<file path="config.mk">
export PLATFORM = sky130hd
export DESIGN_NAME = rf_wb_buffer
export DESIGN_NICKNAME = d
export VERILOG_FILES = /design/src/rtl/rf_pkg.sv /design/src/rtl/rf_wb_fifo.sv /design/src/rtl/rf_wb_buffer.sv
export SDC_FILE = /design/constraint.sdc
export NUM_CORES = 1
export LEC_CHECK = 0
export CAP_MARGIN = 30
export CORE_ASPECT_RATIO = 1.4
export CORE_MARGIN = 3
export CORE_UTILIZATION = 30
export CTS_CLUSTER_SIZE = 10
export DETAILED_ROUTE_END_ITERATION = 6
export SETUP_SLACK_MARGIN = 0.2
export SLEW_MARGIN = 0
export SYNTH_ARGS = -nofsm -noshare
export SYNTH_HDL_FRONTEND = slang
export SYNTH_HIERARCHICAL = 1
export SYNTH_SLANG_ARGS = --single-unit
</file>
<file path="constraint.sdc">
create_clock -name clk -period 2.6 [get_ports clk]
set_input_delay 0.26 -clock clk [delete_from_list [all_inputs] [get_ports clk]]
set_output_delay 0.26 -clock clk [all_outputs]
set_load 0.01 [all_outputs]
</file>
<file path="src/rtl/rf_pkg.sv">
// Shared definitions for the register-file write-back path.
// Default widths, the write-back bundle type and the hard-wired zero register.
package rf_pkg;

    localparam int RF_AW       = 5;
    localparam int RF_DW       = 32;
    localparam int RF_ZERO_REG = 0;

    typedef struct packed {
        logic [RF_AW-1:0] addr;
        logic [RF_DW-1:0] data;
    } rf_wb_t;

endpackage

</file>
<file path="src/rtl/rf_wb_fifo.sv">
// Small synchronous FIFO for queued MDU write-backs.
// Exposes its occupancy, read pointer and a flat view of every slot.
module rf_wb_fifo
    import rf_pkg::*;
#(
    parameter int DEPTH = 4,
    parameter int AW    = RF_AW,
    parameter int DW    = RF_DW
) (
    input  logic                     clk,
    input  logic                     rst,
    input  logic                     push_i,
    input  logic [AW-1:0]            push_addr_i,
    input  logic [DW-1:0]            push_data_i,
    input  logic                     pop_i,
    output logic [AW-1:0]            head_addr_o,
    output logic [DW-1:0]            head_data_o,
    output logic [$clog2(DEPTH):0]   count_o,
    output logic [$clog2(DEPTH)-1:0] rd_ptr_o,
    output logic [DEPTH-1:0]         ent_valid_o,
    output logic [DEPTH*AW-1:0]      ent_addr_o,
    output logic [DEPTH*DW-1:0]      ent_data_o
);

    localparam int PW = $clog2(DEPTH);
    localparam int CW = PW + 1;

    logic [AW-1:0] addr_q [DEPTH];
    logic [DW-1:0] data_q [DEPTH];
    logic [PW-1:0] wr_ptr_q, wr_ptr_d;
    logic [PW-1:0] rd_ptr_q, rd_ptr_d;
    logic [CW-1:0] count_q, count_d;

    // Pointer and occupancy next-state; pointers wrap naturally at DEPTH.
    always_comb begin
        wr_ptr_d = wr_ptr_q;
        rd_ptr_d = rd_ptr_q;
        count_d  = count_q;
        if (push_i) wr_ptr_d = wr_ptr_q + 1'b1;
        if (pop_i)  rd_ptr_d = rd_ptr_q + 1'b1;
        if (push_i && !pop_i) count_d = count_q + 1'b1;
        if (!push_i && pop_i) count_d = count_q - 1'b1;
    end

    // Control state, cleared by reset so queued results are dropped.
    always_ff @(posedge clk) begin
        if (rst) begin
            wr_ptr_q <= '0;
            rd_ptr_q <= '0;
            count_q  <= '0;
        end else begin
            wr_ptr_q <= wr_ptr_d;
            rd_ptr_q <= rd_ptr_d;
            count_q  <= count_d;
        end
    end

    // Slot storage; validity comes from count, so no reset is needed.
    always_ff @(posedge clk) begin
        if (push_i) begin
            addr_q[wr_ptr_q] <= push_addr_i;
            data_q[wr_ptr_q] <= push_data_i;
        end
    end

    assign head_addr_o = addr_q[rd_ptr_q];
    assign head_data_o = data_q[rd_ptr_q];
    assign count_o     = count_q;
    assign rd_ptr_o    = rd_ptr_q;

    // A slot is live when its distance from the head is below count.
    always_comb begin
        for (int i = 0; i < DEPTH; i++) begin
            ent_valid_o[i] = {1'b0, PW'(i) - rd_ptr_q} < count_q;
            ent_addr_o[i*AW +: AW] = addr_q[i];
            ent_data_o[i*DW +: DW] = data_q[i];
        end
    end

endmodule

</file>
<file path="src/rtl/rf_wb_buffer.sv">
// Write-back buffer merging ALU (priority) and queued MDU results.
// Optional forwarding of in-flight data is built with RF_WB_BYPASS_EN.
module rf_wb_buffer
    import rf_pkg::*;
#(
    parameter int DEPTH = 4,
    parameter int AW    = RF_AW,
    parameter int DW    = RF_DW
) (
    input  logic                   clk,
    input  logic                   rst,
    input  logic                   alu_valid,
    input  logic [AW-1:0]          alu_waddr,
    input  logic [DW-1:0]          alu_wdata,
    input  logic                   mdu_valid,
    output logic                   mdu_ready,
    input  logic [AW-1:0]          mdu_waddr,
    input  logic [DW-1:0]          mdu_wdata,
    output logic                   rf_we,
    output logic [AW-1:0]          rf_waddr,
    output logic [DW-1:0]          rf_wdata,
    input  logic [AW-1:0]          raddr1,
    input  logic [AW-1:0]          raddr2,
    output logic                   pend1,
    output logic                   pend2,
    output logic [$clog2(DEPTH):0] count
`ifdef RF_WB_BYPASS_EN
    ,
    output logic [DW-1:0]          byp1_data,
    output logic [DW-1:0]          byp2_data
`endif
);

    localparam int PW = $clog2(DEPTH);
    localparam int CW = PW + 1;
    localparam logic [AW-1:0] ZERO = AW'(RF_ZERO_REG);

    logic                alu_take, push, pop;
    logic [AW-1:0]       head_addr;
    logic [DW-1:0]       head_data;
    logic [PW-1:0]       rd_ptr;
    logic [DEPTH-1:0]    ent_valid;
    logic [DEPTH*AW-1:0] ent_addr;
    logic [DEPTH*DW-1:0] ent_data;
    logic                we_q, we_d;
    logic [AW-1:0]       waddr_q, waddr_d;
    logic [DW-1:0]       wdata_q, wdata_d;
    logic [AW-1:0]       ra [2];
    logic [1:0]          pend_v;

    assign alu_take  = alu_valid && (alu_waddr != ZERO);
    assign mdu_ready = count < CW'(DEPTH);
    assign push      = mdu_valid && mdu_ready && (mdu_waddr != ZERO);
    assign pop       = !alu_take && (count != '0);

    rf_wb_fifo #(
        .DEPTH (DEPTH),
        .AW    (AW),
        .DW    (DW)
    ) u_fifo (
        .clk         (clk),
        .rst         (rst),
        .push_i      (push),
        .push_addr_i (mdu_waddr),
        .push_data_i (mdu_wdata),
        .pop_i       (pop),
        .head_addr_o (head_addr),
        .head_data_o (head_data),
        .count_o     (count),
        .rd_ptr_o    (rd_ptr),
        .ent_valid_o (ent_valid),
        .ent_addr_o  (ent_addr),
        .ent_data_o  (ent_data)
    );

    // Port arbitration: ALU first, then FIFO head, else idle and hold.
    always_comb begin
        we_d    = 1'b0;
        waddr_d = waddr_q;
        wdata_d = wdata_q;
        if (alu_take) begin
            we_d    = 1'b1;
            waddr_d = alu_waddr;
            wdata_d = alu_wdata;
        end else if (pop) begin
            we_d    = 1'b1;
            waddr_d = head_addr;
            wdata_d = head_data;
        end
    end

    // Registered write port toward the register file.
    always_ff @(posedge clk) begin
        if (rst) begin
            we_q    <= 1'b0;
            waddr_q <= '0;
            wdata_q <= '0;
        end else begin
            we_q    <= we_d;
            waddr_q <= waddr_d;
            wdata_q <= wdata_d;
        end
    end

    assign rf_we    = we_q;
    assign rf_waddr = waddr_q;
    assign rf_wdata = wdata_q;
    assign ra[0]    = raddr1;
    assign ra[1]    = raddr2;

    // Pending lookup against the output register and every live slot.
    always_comb begin
        for (int p = 0; p < 2; p++) begin
            pend_v[p] = we_q && (waddr_q == ra[p]);
            for (int i = 0; i < DEPTH; i++) begin
                if (ent_valid[i] && (ent_addr[i*AW +: AW] == ra[p]))
                    pend_v[p] = 1'b1;
            end
            if (ra[p] == ZERO) pend_v[p] = 1'b0;
        end
    end

    assign pend1 = pend_v[0];
    assign pend2 = pend_v[1];

`ifdef RF_WB_BYPASS_EN
    logic [DW-1:0] byp_v [2];
    logic [PW-1:0] idx;

    // Forward the youngest match: output register, then head to tail.
    always_comb begin
        idx = '0;
        for (int p = 0; p < 2; p++) begin
            byp_v[p] = '0;
            if (we_q && (waddr_q == ra[p])) byp_v[p] = wdata_q;
            for (int k = 0; k < DEPTH; k++) begin
                idx = rd_ptr + PW'(k);
                if ((CW'(k) < count) && (ent_addr[idx*AW +: AW] == ra[p]))
                    byp_v[p] = ent_data[idx*DW +: DW];
            end
            if (!pend_v[p]) byp_v[p] = '0;
        end
    end

    assign byp1_data = byp_v[0];
    assign byp2_data = byp_v[1];
`else
    logic unused_fifo_view;
    assign unused_fifo_view = ^{ent_data, rd_ptr};
`endif

endmodule
</file>
# Word-level counts from Yosys, hierarchy flattened
# Memory sizes are Yosys's and may differ from the RTL's. A register that Yosys moved wholly into a read port is not among the register bits.
# Index checks and enable logic that the tools add are counted.
[totals]
output_inout_bits = 44
regBits = 45
wordCells = 81
mem_count = 2
ram_bits = 148
[op_classes]
mux = 24
n_addsub = 8
n_reduce_logical = 26
n_lt_le_gt_ge = 5
eq_ne = 10
[memory_table]
columns = ["name", "depth", "width", "rd", "rd_clocked_by_memory_dff", "wr", "line", "source"]
rows = [
  ["u_fifo.data_q", 4, 32, 1, 1, 1, "rf_wb_fifo.sv:29", "logic [DW-1:0] data_q [DEPTH];"],
  ["u_fifo.addr_q", 4, 5, 5, 1, 1, "rf_wb_fifo.sv:28", "logic [AW-1:0] addr_q [DEPTH];"],
]
[op_table]
columns = ["operator", "n"]
rows = [
  ["$mux W32", 2],
  ["$eq A5 B5 Y1", 10],
  ["$logic_and A1 B1 Y1", 16],
  ["$mux W1", 14],
  ["$lt A2 B3 Y1", 4],
  ["$logic_not A5 Y1", 2],
  ["$mux W5", 2],
  ["$reduce_bool A5 Y1", 2],
  ["$mux W2", 4],
  ["$mux W3", 2],
  ["$add A2 B1 Y2 const B", 2],
  ["$reduce_bool A2 Y1", 2],
  ["$sub A1 B2 Y2 const A", 2],
  ["$sub A2 B2 Y2 const A", 2],
  ["$add A3 B1 Y3 const B", 1],
  ["$logic_not A1 Y1", 3],
  ["$lt A3 B3 Y1 const B", 1],
  ["$reduce_bool A3 Y1", 1],
  ["$sub A3 B1 Y3 const B", 1],
]

# Depth between registers and ports, before layout
# Gate-level depths: netlist of run 1.
[logic_depth]
ltp_word = 8
depth_mapped = 12
mapped_depth_nobuf = 10

# Modules after synthesis
# Netlist of run 1, hierarchy kept.
[by_module_without_submodules]
columns = ["mod", "area_each_um2", "cells_per_inst", "instances", "seq_area_each_um2"]
rows = [
  ["rf_wb_fifo", 5944.5, 256, 1, 4624.4],
  ["rf_wb_buffer", 2497.4, 262, 1, 760.7],
]

# Least setup slack after synthesis of run 1
# Ideal clock, no wire load.
[synth_timing]
path_type = "input to register"
start = "input port alu_waddr[0]"
end = "register u_fifo.count_q[2], in the netlist u_fifo/count_o[2]"
path_stages = 12
t_arrival_ns = 2.691
setup_time_ns = 0.070
setup_slack_ns = -0.161
n_path_buf = 2
cell_sequence = "or4_1 > o21ai_1 > buf_4 > buf_4 > inv_1 > nor2_1 > ha_1 > inv_1 > fa_1 > xor2_1 > or3_1 > a21oi_1"
[synth_between]
elab_chain_len = 7
word_cells_on_any_way = 9
[synth_lines]
columns = ["element", "line", "source"]
rows = [
  ["from (decl)", "rf_wb_buffer.sv:13", "input logic [AW-1:0] alu_waddr,"],
  ["$reduce_bool A5 Y1 (*)", "rf_wb_buffer.sv:51", "assign alu_take = alu_valid && (alu_waddr != ZERO);"],
  ["$logic_and A1 B1 Y1 (*)", "rf_wb_buffer.sv:51", ""],
  ["$logic_not A1 Y1 (*)", "rf_wb_buffer.sv:54", "assign pop = !alu_take && (count != '0);"],
  ["$logic_and A1 B1 Y1 (*)", "rf_wb_buffer.sv:54", ""],
  ["net pop", "rf_wb_buffer.sv:38", "logic alu_take, push, pop;"],
  ["$logic_not A1 Y1", "rf_wb_fifo.sv:41", "if (push_i && !pop_i) count_d = count_q + 1'b1;"],
  ["$logic_and A1 B1 Y1", "rf_wb_fifo.sv:41", ""],
  ["$reduce_bool A2 Y1 (no line)", "n/a", ""],
  ["to (signal assigned)", "rf_wb_fifo.sv:54", "count_q <= count_d;"],
  ["to (decl)", "rf_wb_fifo.sv:32", "logic [CW-1:0] count_q, count_d;"],
]
# Mark *: on every way through the listed nets, which the timed path passes. The rest lies on a longest branch.
# A chain may end at the register's enable or synchronous reset.

# Final worst setup path of run 1
[layout_timing]
start = "register u_fifo.rd_ptr_q[0], in the netlist u_fifo/rd_ptr_o[0]"
end = "output port pend1"
[layout_between]
elab_chain_len = 8
word_cells_on_any_way = 17
[layout_lines]
columns = ["element", "line", "source"]
rows = [
  ["from (decl)", "rf_wb_fifo.sv:31", "logic [PW-1:0] rd_ptr_q, rd_ptr_d;"],
  ["from (signal assigned)", "rf_wb_fifo.sv:53", "rd_ptr_q <= rd_ptr_d;"],
  ["$sub A1 B2 Y2", "rf_wb_fifo.sv:74", "ent_valid_o[i] = {1'b0, PW'(i) - rd_ptr_q} < count_q;"],
  ["$lt A2 B3 Y1", "rf_wb_fifo.sv:74", ""],
  ["net ent_valid[0]", "rf_wb_buffer.sv:42", "logic [DEPTH-1:0] ent_valid;"],
  ["$logic_and A1 B1 Y1", "rf_wb_buffer.sv:116", "if (ent_valid[i] && (ent_addr[i*AW +: AW] == ra[p]))"],
  ["$mux W1 (4 in series)", "rf_wb_buffer.sv:116", ""],
  ["$mux W1", "rf_wb_buffer.sv:119", "if (ra[p] == ZERO) pend_v[p] = 1'b0;"],
  ["to (decl)", "rf_wb_buffer.sv:24", "output logic pend1,"],
]
# The timed path passes the listed nets, and every way through them passes these cells.

==> impl_metrics.toml, run 1 <==
[cts]
clock_path_buffers = 2
clk_pin_slew_ns = 0.07
cts_htree_levels = 4
clk-insertion-delay-late_ns = 0.43
tritoncts = "built"
cts-root-buf = "sky130_fd_sc_hd__clkbuf_16"
clkSinkCount = 195
cts.hold.buffers_added = 0
num_cts_buffers = 17

[synth]
post-synth-top-count-cell = "sky130_fd_sc_hd__edfxtp_1"
ys_top_cells_by_count = "148 x sky130_fd_sc_hd__edfxtp_1, 47 x sky130_fd_sc_hd__dfxtp_1, 46 x sky130_fd_sc_hd__nor2_1"
yosysWarningCount = 6
synth-seq-cells = 195
synth.cell_area_mm2 = 0.00844
synth_top_cell_area_share_pct = 52.6
netlist-cell-type-count = 37
synth.avg_cell_area_um2 = 16.3
ys_async_sr_fraction_pct = 0
synth_top_area_cell = "sky130_fd_sc_hd__edfxtp_1"
synth_nets = 616
ys_dominant_reg_cell = "sky130_fd_sc_hd__edfxtp_1"
synthCells = 518
synth_top_area_cells = "sky130_fd_sc_hd__edfxtp_1 53%, sky130_fd_sc_hd__dfxtp_1 11%, sky130_fd_sc_hd__mux4_2 8.0%"
synth-edff-count = 148
yosysSeqAreaShare_pct = 63.8

[sta]
worst_clock_skew_ns = 0.00938
unrepaired_setup_endpoints_after_global_routing = "yes"
fin_crit_sh_pct = 91.1
finalWorstPathRequiredPeriod_ns = 2.37
max_freq_mhz = 422
worst-slew-pin-transition_ns = 0.947
report.final.setup_viol = 0
max_slew_headroom_pct = 36.9
timing.final.max_slew_violations = 0
timing.final.hold_violations = 0

[global_route]
grt_start_max_net_pins = 74
global_route.overflow_total = 0
global_route.usage.total_pct = 13.3
grt_antenna_before_repair = 1
via_count_of_the_first_global_routing_pass = 5259
grt_first_pass_wirelength_um = 30200

[worst_setup_path]
crit_end_element = "output port"
crit_fanout = 3
critical_path_class = "reg2out"
cp_data_arrival_time_ns = 2.11
required_ns = 2.34
timing.reg2reg.setup_slack_ns = 0.36
critical_path.startpoint_type = "flop"

[layout]
post_route_cells_drive_above_1_share_pct = 22.9
area.growth.synth_to_final_pct = 29.6
finish.instance_area_mm2 = 0.0109
antenna-diode-count = 0
finish.utilization_pct = 39.5
nets = 758

[place]
dpl_cell_area_mm2 = 0.0103
place_hpwl_um = 13000
place.port_buffers = 131
globalplace.congestion = 0.877

[worst_hold_path]
hold_path.class = "in2reg"

[floorplanning]
die_area_mm2 = 0.0302
die-height_um = 204
initial_core_utilization_pct = 30.5
core-area_mm2 = 0.0277
io_pins = 132
dieWidth_um = 148
row_count = 72

[detailed_routing]
antenna_violating_nets_post_route = 0
drt-total-wl_um = 19700
avg_vias_per_cell = 4.65
num_vias = 4848
dr.pass1.iters = 4
drcViolationCount = 0
route.detailed.wl_per_inst_um = 18.9
drt_first_iter_violations = 168

[run_status]
run_status = "finished, final reports clean"

[flow_run]
cap_violations = 0

[pwr]
power-per-cell-area_mw_per_mm2 = 886
peakVddDrop_mv = 0.523
cellLeakagePower_nw = 3.78
[worst max-delay path, stage by stage (launching register included)]
cell and delay (ns):
sky130_fd_sc_hd__dfxtp_4 0.36, sky130_fd_sc_hd__xnor2_2 0.19, sky130_fd_sc_hd__inv_2 0.06, sky130_fd_sc_hd__ha_4 0.26, sky130_fd_sc_hd__a21oi_2 0.05, sky130_fd_sc_hd__or2_4 0.25, sky130_fd_sc_hd__nand3_2 0.07, sky130_fd_sc_hd__nand3_2 0.07
sky130_fd_sc_hd__o22a_1 0.21, sky130_fd_sc_hd__buf_2 0.14
[sequential cells by signal (all words and copies together) (netlist names), named ones only]
| name | count |
|---|---|
| u_fifo/count_o | 3 |
| u_fifo/rd_ptr_o | 2 |
| u_fifo/wr_ptr_q | 2 |
| u_fifo/addr_q | 20 |
| rf_wdata | 32 |
| rf_waddr | 5 |
| u_fifo/data_q | 128 |
| rf_we | 1 |
[cell families (layout without fill, tap and decap cells)]
group                      Yosys count  after routing  share of synthesized area (%)
DFF                                195            195                           63.8
and+or+nand+nor                     86             86                           4.80
muxes                               75             75                           14.7
xor gates and xnor gates            56             56                           5.81
AOI/OAI and AO/OA                   50             50                           6.02
buffers and inverters               46            201                           3.29
adders and majority gates           10             10                           1.57
[what timing repair did]
item,4_1_cts,5_1_grt
gates resized for setup,16,15
buffers inserted,1,2
cloned,0,0
endpoints found under the setup margin,3,3
pin swaps,1,8
[area by class of cell]
cell class | count | area (um2)
clock buffer | 23 | 489
inverter | 10 | 40.0
fill | 2576 | 16700
multi-input combinational | 277 | 2890
sequential | 195 | 5400
timing repair buffer | 159 | 1590
tap | 370 | 463
clock inverter | 9 | 71.3
[cells in the final DEF, fill, tap and decap left out, types with 18 or more instances in the layout]
| cell | synthesis | routed |
|---|---|---|
| sky130_fd_sc_hd__buf_4 | 5 | 22 |
| sky130_fd_sc_hd__clkdlybuf4s50_1 | 0 | 126 |
| sky130_fd_sc_hd__mux4_2 | 30 | 30 |
| sky130_fd_sc_hd__xor2_1 | 42 | 42 |
| sky130_fd_sc_hd__nor2_1 | 46 | 45 |
| sky130_fd_sc_hd__clkbuf_16 | 0 | 18 |
| sky130_fd_sc_hd__a211oi_2 | 30 | 30 |
| sky130_fd_sc_hd__edfxtp_1 | 148 | 148 |
| sky130_fd_sc_hd__mux2i_1 | 36 | 36 |
| sky130_fd_sc_hd__dfxtp_1 | 47 | 42 |
[where the power goes]
part	switching [W]	total, W	leakage (nW)	internal (W)
registers	0.000237	0.00405	1.75	0.00382
logic	0.00151	0.00315	1.76	0.00164
clock network	0.00114	0.00249	0.271	0.00134
[per-stage QoR]
| stage | power (W) | setup TNS (ns) | cells | hold WS (ns) | worst slack [ns] |
|---|---|---|---|---|---|
| after detailed placement | 0.00718 | -3.92 | 1008 | 0.564 | -0.274 |
| final | 0.00969 | 0 | 1043 | 0.200 | 0.232 |
| after global routing | 0.0102 | 0 | 1043 | 0.223 | 0.141 |
| after global placement | 0.00709 | -1.49 | 1008 | 0.528 | -0.218 |
| after CTS | 0.00975 | 0 | 1041 | 0.290 | 0.135 |
| after floorplan | 0.00613 | -0.00828 | 518 | 0.359 | -0.00828 |
[layer usage]
| metal | global-route usage (%) | part of all wire, % |
|---|---|---|
| met1 | 14.9 | 39 |
| met2 | 24.5 | 55 |
| met3 | 3.35 | 4.7 |
| met4 | 4.73 | 1.8 |
| met5 | 0 | 0.066 |
[path summary, 6_finish.rpt]
kind,endpoint,cells past startpoint,start
max,pend1,9,u_fifo/rd_ptr_o[0]$_SDFFE_PP0P_
min,rf_waddr[4]$_SDFFE_PP0P_,3,alu_waddr[4]
max reg2reg,u_fifo/count_o[2]$_SDFFE_PP0P_,9,u_fifo/count_o[2]$_SDFFE_PP0P_
min reg2reg,rf_wdata[21]$_SDFFE_PP0P_,2,rf_wdata[21]$_SDFFE_PP0P_
Note: power is estimated with default switching activity, not from simulation.
==> run 2, diff against run 1 <==
==> constraint.sdc (replaced) <==
create_clock -name clk -period 2 [get_ports clk]
set_input_delay 0.2 -clock clk [delete_from_list [all_inputs] [get_ports clk]]
set_output_delay 0.2 -clock clk [all_outputs]
set_load 0.01 [all_outputs]
==> run 2 against run 1 <==
Effect of this change:
- the flow now finishes with violations (setup timing)
- register-to-register slack worse by 0.28 ns
- largest cell class unchanged
- clock skew rose by 0.0012 ns
- largest power group unchanged
- design area increased by 1.8%
- global-route usage is 0.34 points higher
- final cell count grew 2.2%
- combinational power increased by 46%
- utilization increased by 0.71 points
- non-clock buffer count rose by 23
- worst hold slack worse by 0.14 ns
- critical path depth unchanged
==> impl_metrics.toml, run 2 (same netlist as run 1, synthesis figures left out) <==
[sta]
fin_worst_hold_slack_ns = 0.0603
finalWorstPathRequiredPeriod_ns = 2.30
unrepaired_setup_endpoints_after_global_routing = "yes"
fin_crit_sh_pct = 115
worst-slew-pin-transition_ns = 0.677
worst_clock_skew_ns = 0.0105
layout_setup_ws_ns = -0.299
report.final.setup_viol = 2
timing.final.hold_violations = 0
timing.final.max_slew_violations = 0
max_slew_headroom_pct = 54.9
max_freq_mhz = 435

[layout]
post_route_cells_drive_above_1_share_pct = 25.4
final_cell_count_no_fill = 1066
highest_count_cells_in_the_layout_ignoring_fill_and_taps = "148 x sky130_fd_sc_hd__edfxtp_1, 121 x sky130_fd_sc_hd__clkdlybuf4s50_1, 44 x sky130_fd_sc_hd__nor2_1"
area.growth.synth_to_final_pct = 31.9
mostFrequentLayoutCell = "sky130_fd_sc_hd__edfxtp_1"
number_of_flip_flops_in_the_largest_register = 128
antenna-diode-count = 0
fillers = 2571
nets = 781
largest-register = "u_fifo/data_q"

[floorplanning]
dieWidth_um = 148
initial_core_utilization_pct = 30.5
die-height_um = 204
die_area_mm2 = 0.0302
io_pins = 132
core-area_mm2 = 0.0277
row_count = 72

[place]
dpl.cell_count = 1027
place.port_buffers = 131
globalplace.congestion = 0.853
placement.setup.worst_slack_ns = -0.808
place_hpwl_um = 13300

[run_status]
failed_checks = "setup timing"
run_status = "finished, violations left"

[worst_setup_path]
crit_fanout = 2
cp_data_arrival_time_ns = 2.10
timing.critical_path.slowest_cell_delay_ns = 0.35
crit-reg2reg-capture = "u_fifo/count_o[2]$_SDFFE_PP0P_"
reg2reg_from = "u_fifo/count_o[2]$_SDFFE_PP0P_"
beginning_of_the_critical_path = "u_fifo/rd_ptr_o[1]$_SDFFE_PP0P_"
crit_chain = "buf_4 > inv_1 > ha_1 > a21oi_1 > o21bai_1 > nand3_1 > nand3_2 > o22a_1 > buf_2"
critical_path.startpoint_type = "flop"
timing.reg2reg.setup_slack_ns = 0.08
crit_end_element = "output port"
required_ns = 1.80
r2r.worst_path.cells = 9
critical_path_class = "reg2out"
crit_buf_inv = 3
critical_path.slowest_cell = "sky130_fd_sc_hd__dfxtp_2"
cp_top_family = "compound AO/OA/AOI/OAI gates"

[worst_hold_path]
hold_path.class = "in2reg"
min-delay-start = "alu_waddr[2]"
timing.hold.worst_endpoint = "rf_waddr[2]$_SDFFE_PP0P_"
hold_path_depth = 3

[detailed_routing]
drt-total-wl_um = 20500
drcViolationCount = 0
route.detailed.wl_per_inst_um = 19.2
num_vias = 4971
dr.pass1.iters = 4
antenna_violating_nets_post_route = 0
drt_first_iter_violations = 199
avg_vias_per_cell = 4.66

[pwr]
peakVddDrop_mv = 0.599
power-per-cell-area_mw_per_mm2 = 1160
cellLeakagePower_nw = 3.89

[global_route]
global_route.overflow_total = 0
grt_antenna_before_repair = 1
grt_start_max_net_pins = 74
via_count_of_the_first_global_routing_pass = 5478
grt_first_pass_wirelength_um = 31100
global_route.usage.total_pct = 13.6

[cts]
num_cts_buffers = 17
cts_htree_levels = 4
tritoncts = "built"
cts.hold.buffers_added = 0
clkSinkCount = 195
clk_pin_slew_ns = 0.07
cts-root-buf = "sky130_fd_sc_hd__clkbuf_16"
clock_path_buffers = 2
clk-insertion-delay-late_ns = 0.42

[flow_run]
cap_violations = 0
[run 2: area by class of cell]
class / count / area (um2) / share of cell area (%)
multi-input cells: 277 / 2880 / 25.9
inverters: 10 / 42.5 / 0.382
clock inverters: 11 / 88.8 / 0.798
well taps: 370 / 463 / 4.16
clock buffers: 21 / 440 / 3.96
repair buffers: 182 / 1830 / 16.4
flip-flops and latches: 195 / 5390 / 48.4
[run 2: what timing repair did]
action / CTS / global route
gates resized for setup: 49 / 9
cloned: 1 / 1
buffers inserted: 4 / 1
setup endpoints to repair: 42 / 15
pin swaps: 15 / 13
[run 2: tightest hold or removal path, delay by kind of cell]
kind,cells,cell delay (ns)
buffers and inverters,1,0.09
AND/OR/NAND/NOR,1,0.09
AO/OA/AOI/OAI,1,0.07
[run 2: stage by stage]
stage | util (%) | power, W | setup TNS (ns) | area [um2]
finish | 40.3 | 0.0130 | -0.551 | 11100
global route | 40.3 | 0.0136 | -0.730 | 11100
CTS | 40.1 | 0.0131 | -0.594 | 11100
detailed placement | 37.8 | 0.00954 | -61.20 | 10500
global placement | 37.8 | 0.00941 | -56.42 | 10500
floorplan | - | 0.00798 | -0.905 | 8480
[run 2: worst max-delay path by stage]
stage	slack [ns]	endpoint	cells past startpoint
finish	-0.30	pend1	9
global route	-0.36	pend2	9
CTS	-0.30	pend2	9
detailed placement	-0.81	u_fifo/count_o[2]$_SDFFE_PP0P_	11
global placement	-0.74	u_fifo/count_o[2]$_SDFFE_PP0P_	11
floorplan	-0.52	u_fifo/count_o[2]$_SDFFE_PP0P_	12
[run 2: where the power goes]
group	switching, W	internal (W)	total, W
Clock	0.00140	0.00170	0.00310
Combinational	0.00213	0.00247	0.00460
Sequential	0.000302	0.00496	0.00526
Total	0.00383	0.00913	0.0130
[run 2: metal layers]
| layer | vias to the layer above | share of wire [%] | track usage (%) |
|---|---|---|---|
| li1 | 2300 | - | - |
| met1 | 2547 | 39 | 15.4 |
| met2 | 106 | 56 | 25.9 |
| met3 | 16 | 3.5 | 2.53 |
| met4 | 2 | 1.4 | 4.20 |
| met5 | - | 0.034 | 0 |
==> patch (flow settings as in run 2) <==
`DEPTH` is set to 4 in 2 places; all go to 2.
--- a/src/rtl/rf_wb_fifo.sv
+++ b/src/rtl/rf_wb_fifo.sv
@@ -5,3 +5,3 @@
 #(
-    parameter int DEPTH = 4,
+    parameter int DEPTH = 2,
     parameter int AW    = RF_AW,
--- a/src/rtl/rf_wb_buffer.sv
+++ b/src/rtl/rf_wb_buffer.sv
@@ -5,3 +5,3 @@
 #(
-    parameter int DEPTH = 4,
+    parameter int DEPTH = 2,
     parameter int AW    = RF_AW,
Ports: changed (resized count); port bits go from 132 to 131. No check against the original RTL was run, so the function may have changed too.
==> patch against run 2 <==
Sequential cell count is 78 lower; worst setup slack improved by 0.34 ns; power decreased by 29%; clock power shrank 1%; synthesized area shrank 39%; utilization rose by 4.9 points; global-route usage increased by 0.73 points; routed wire length decreased by 35%; cell area fell by 32%; first-iteration DRC count is 25% lower.
==> patch: results (changes against run 2) <==
Status -> completed
Port Buffers -> 130 (-0.76%)
TritonCTS Buffers -> 17 (unchanged)
Yosys cell types -> 28 (-24%)
Worst EP arrival -> 1.76 ns (-0.34 ns)
First-pass GRT wire length -> 21100 µm (-32%)
Post-synth EDFFs -> 74 (-50%)
Critical-path maximum fanout -> 3 (+1)
Clock transition at path regs -> 0.05 ns (-0.02 ns)
Sequential element share of the synthesized area -> 59.5% (-4.3 points)
Worst vdd ir -> 0.597 mV (-0.23%)
Post-DR vias/cell -> 4.82 (+3.4%)
Clk Tree Root Cell -> clkbuf_16
Yosys Warn Count -> 6 (unchanged)
Hold depth -> 3 (unchanged)
Gpl congestion -> 0.857 (+0.45%)
Final Skew -> 0.00733 ns (-0.00321 ns)
Hpwl dp -> 9410 µm (-29%)
Leak Pwr -> 0.00266 µW (-31%)
CTS H-tree lvls -> 4 (unchanged)
Synth Area per Inst -> 12.9 µm² (-21%)
Worst Hold Margin -> 0.166 ns (+0.106 ns)
R2R setup slack -> 0.28 ns (+0.20 ns)
FFs w/ async S/R, synth -> 0% (unchanged)
R2r worst-path depth -> 5 (-4)
DRT Pass-1 Iters -> 4 (unchanged)
Post-route ant nets -> 0 (unchanged)
Largest net degree at the start of global routing -> 43 (-42%)
Initial antenna violation count -> 0 (-1)
Clock tree buffer depth -> 2 (unchanged)
Placed cells -> 735 (-28%)
Biggest register -> u_fifo/data_q
Largest register FFs -> 64 (-50%)
Fin nets -> 649 (-17%)
Detailed Route WL -> 13300 µm (-35%)
Net Sw Frac -> 30.0% (+0.42 points)
Synth area leaders -> edfxtp_1 43%, dfxtp_1 17%, a311oi_2 8.7%
Gr usage total -> 14.4% (+0.73 points)
Synth Net Count -> 491 (-20%)
N_diodes -> 0 (unchanged)
Clk_lat worst skew -> 0.40 ns (-0.02 ns)
Vias in the first global route -> 4087 (-25%)
Slew headroom -> 54.5% (-0.38 points)
HP Class -> in2reg
DR WL/cell -> 17.2 µm (-11%)
DRT iter0 DRCs -> 150 (-25%)
Fraction of layout cells with a size suffix above 1 -> 27.4% (+2.0 points)
Top post-synthesis cells by count -> 74 x edfxtp_1, 45 x nor2_1, 43 x dfxtp_1, 39 x mux2_2, 36 x o21ai_0
[patch: final timing paths]
check                            startpoint                             to
max           u_fifo/addr_q[0][0]$_DFFE_PP_                          pend2
min                            alu_waddr[0]       rf_waddr[0]$_SDFFE_PP0P_
max reg2reg  u_fifo/count_o[1]$_SDFFE_PP0P_  u_fifo/data_q[0][2]$_DFFE_PP_
min reg2reg        rf_wdata[0]$_SDFFE_PP0P_       rf_wdata[0]$_SDFFE_PP0P_
[patch: what timing repair did]
action                                  in CTS  in global routing
pin swaps                                   15                  7
setup buffers                                9                  0
resized for setup                           17                  5
endpoints found under the setup margin      36                 23
[patch: final cells by class]
cell class              count  area [µm²]
flip-flops and latches    117        3090
clock inverters            15         179
repair buffers            167        1630
inverters                   3        16.3
multi-input cells         254        2000
fillers                  1604        9220
well taps                 203         254
clock buffers              17         425
[patch: metal layers]
layer	track usage, %	vias up	wire, µm
met4	4.75	0	186
met1	15.9	1828	5280
li1	-	1815	-
met5	0	-	0
met3	3.30	12	575
met2	26.5	88	7290
[patch: worst max-delay path, cell delays in order (launching register included)]
cell      delay (ns)
edfxtp_1        0.46
xor2_1          0.19
nor4_2          0.29
a32oi_1         0.14
a21oi_1         0.14
buf_2           0.15
[patch: stage by stage]
| step | area (µm²) | setup WS, ns | total power (µW) |
|---|---|---|---|
| after CTS | 7570 | -0.00854 | 9390 |
| final | 7600 | 0.0382 | 9260 |
| after detailed placement | 6890 | -0.312 | 6150 |
| after global routing | 7600 | -0.0929 | 9760 |
| after floorplan | 5260 | -0.0196 | 4970 |
| after global placement | 6870 | -0.319 | 6050 |
[patch: cell families (layout without fill, tap and decap cells)]
family | after synthesis | count (layout) | share of synthesized area (%)
simple gates | 96 | 96 | 7.75
mux | 39 | 39 | 8.48
compound gates | 84 | 84 | 14.9
buf+inv | 31 | 202 | 3.38
flops | 117 | 117 | 59.5
xor+xnor | 34 | 34 | 5.75
fa+ha+maj | 1 | 1 | 0.242
[patch: power groups by stage]
stage,combinational [µW],sequential (µW),clock (µW)
finish,2900,3290,3060
global route,3180,3340,3250
CTS,2940,3300,3150
detailed placement,2800,3340,0
global placement,2720,3330,0
floorplan,1620,3360,0
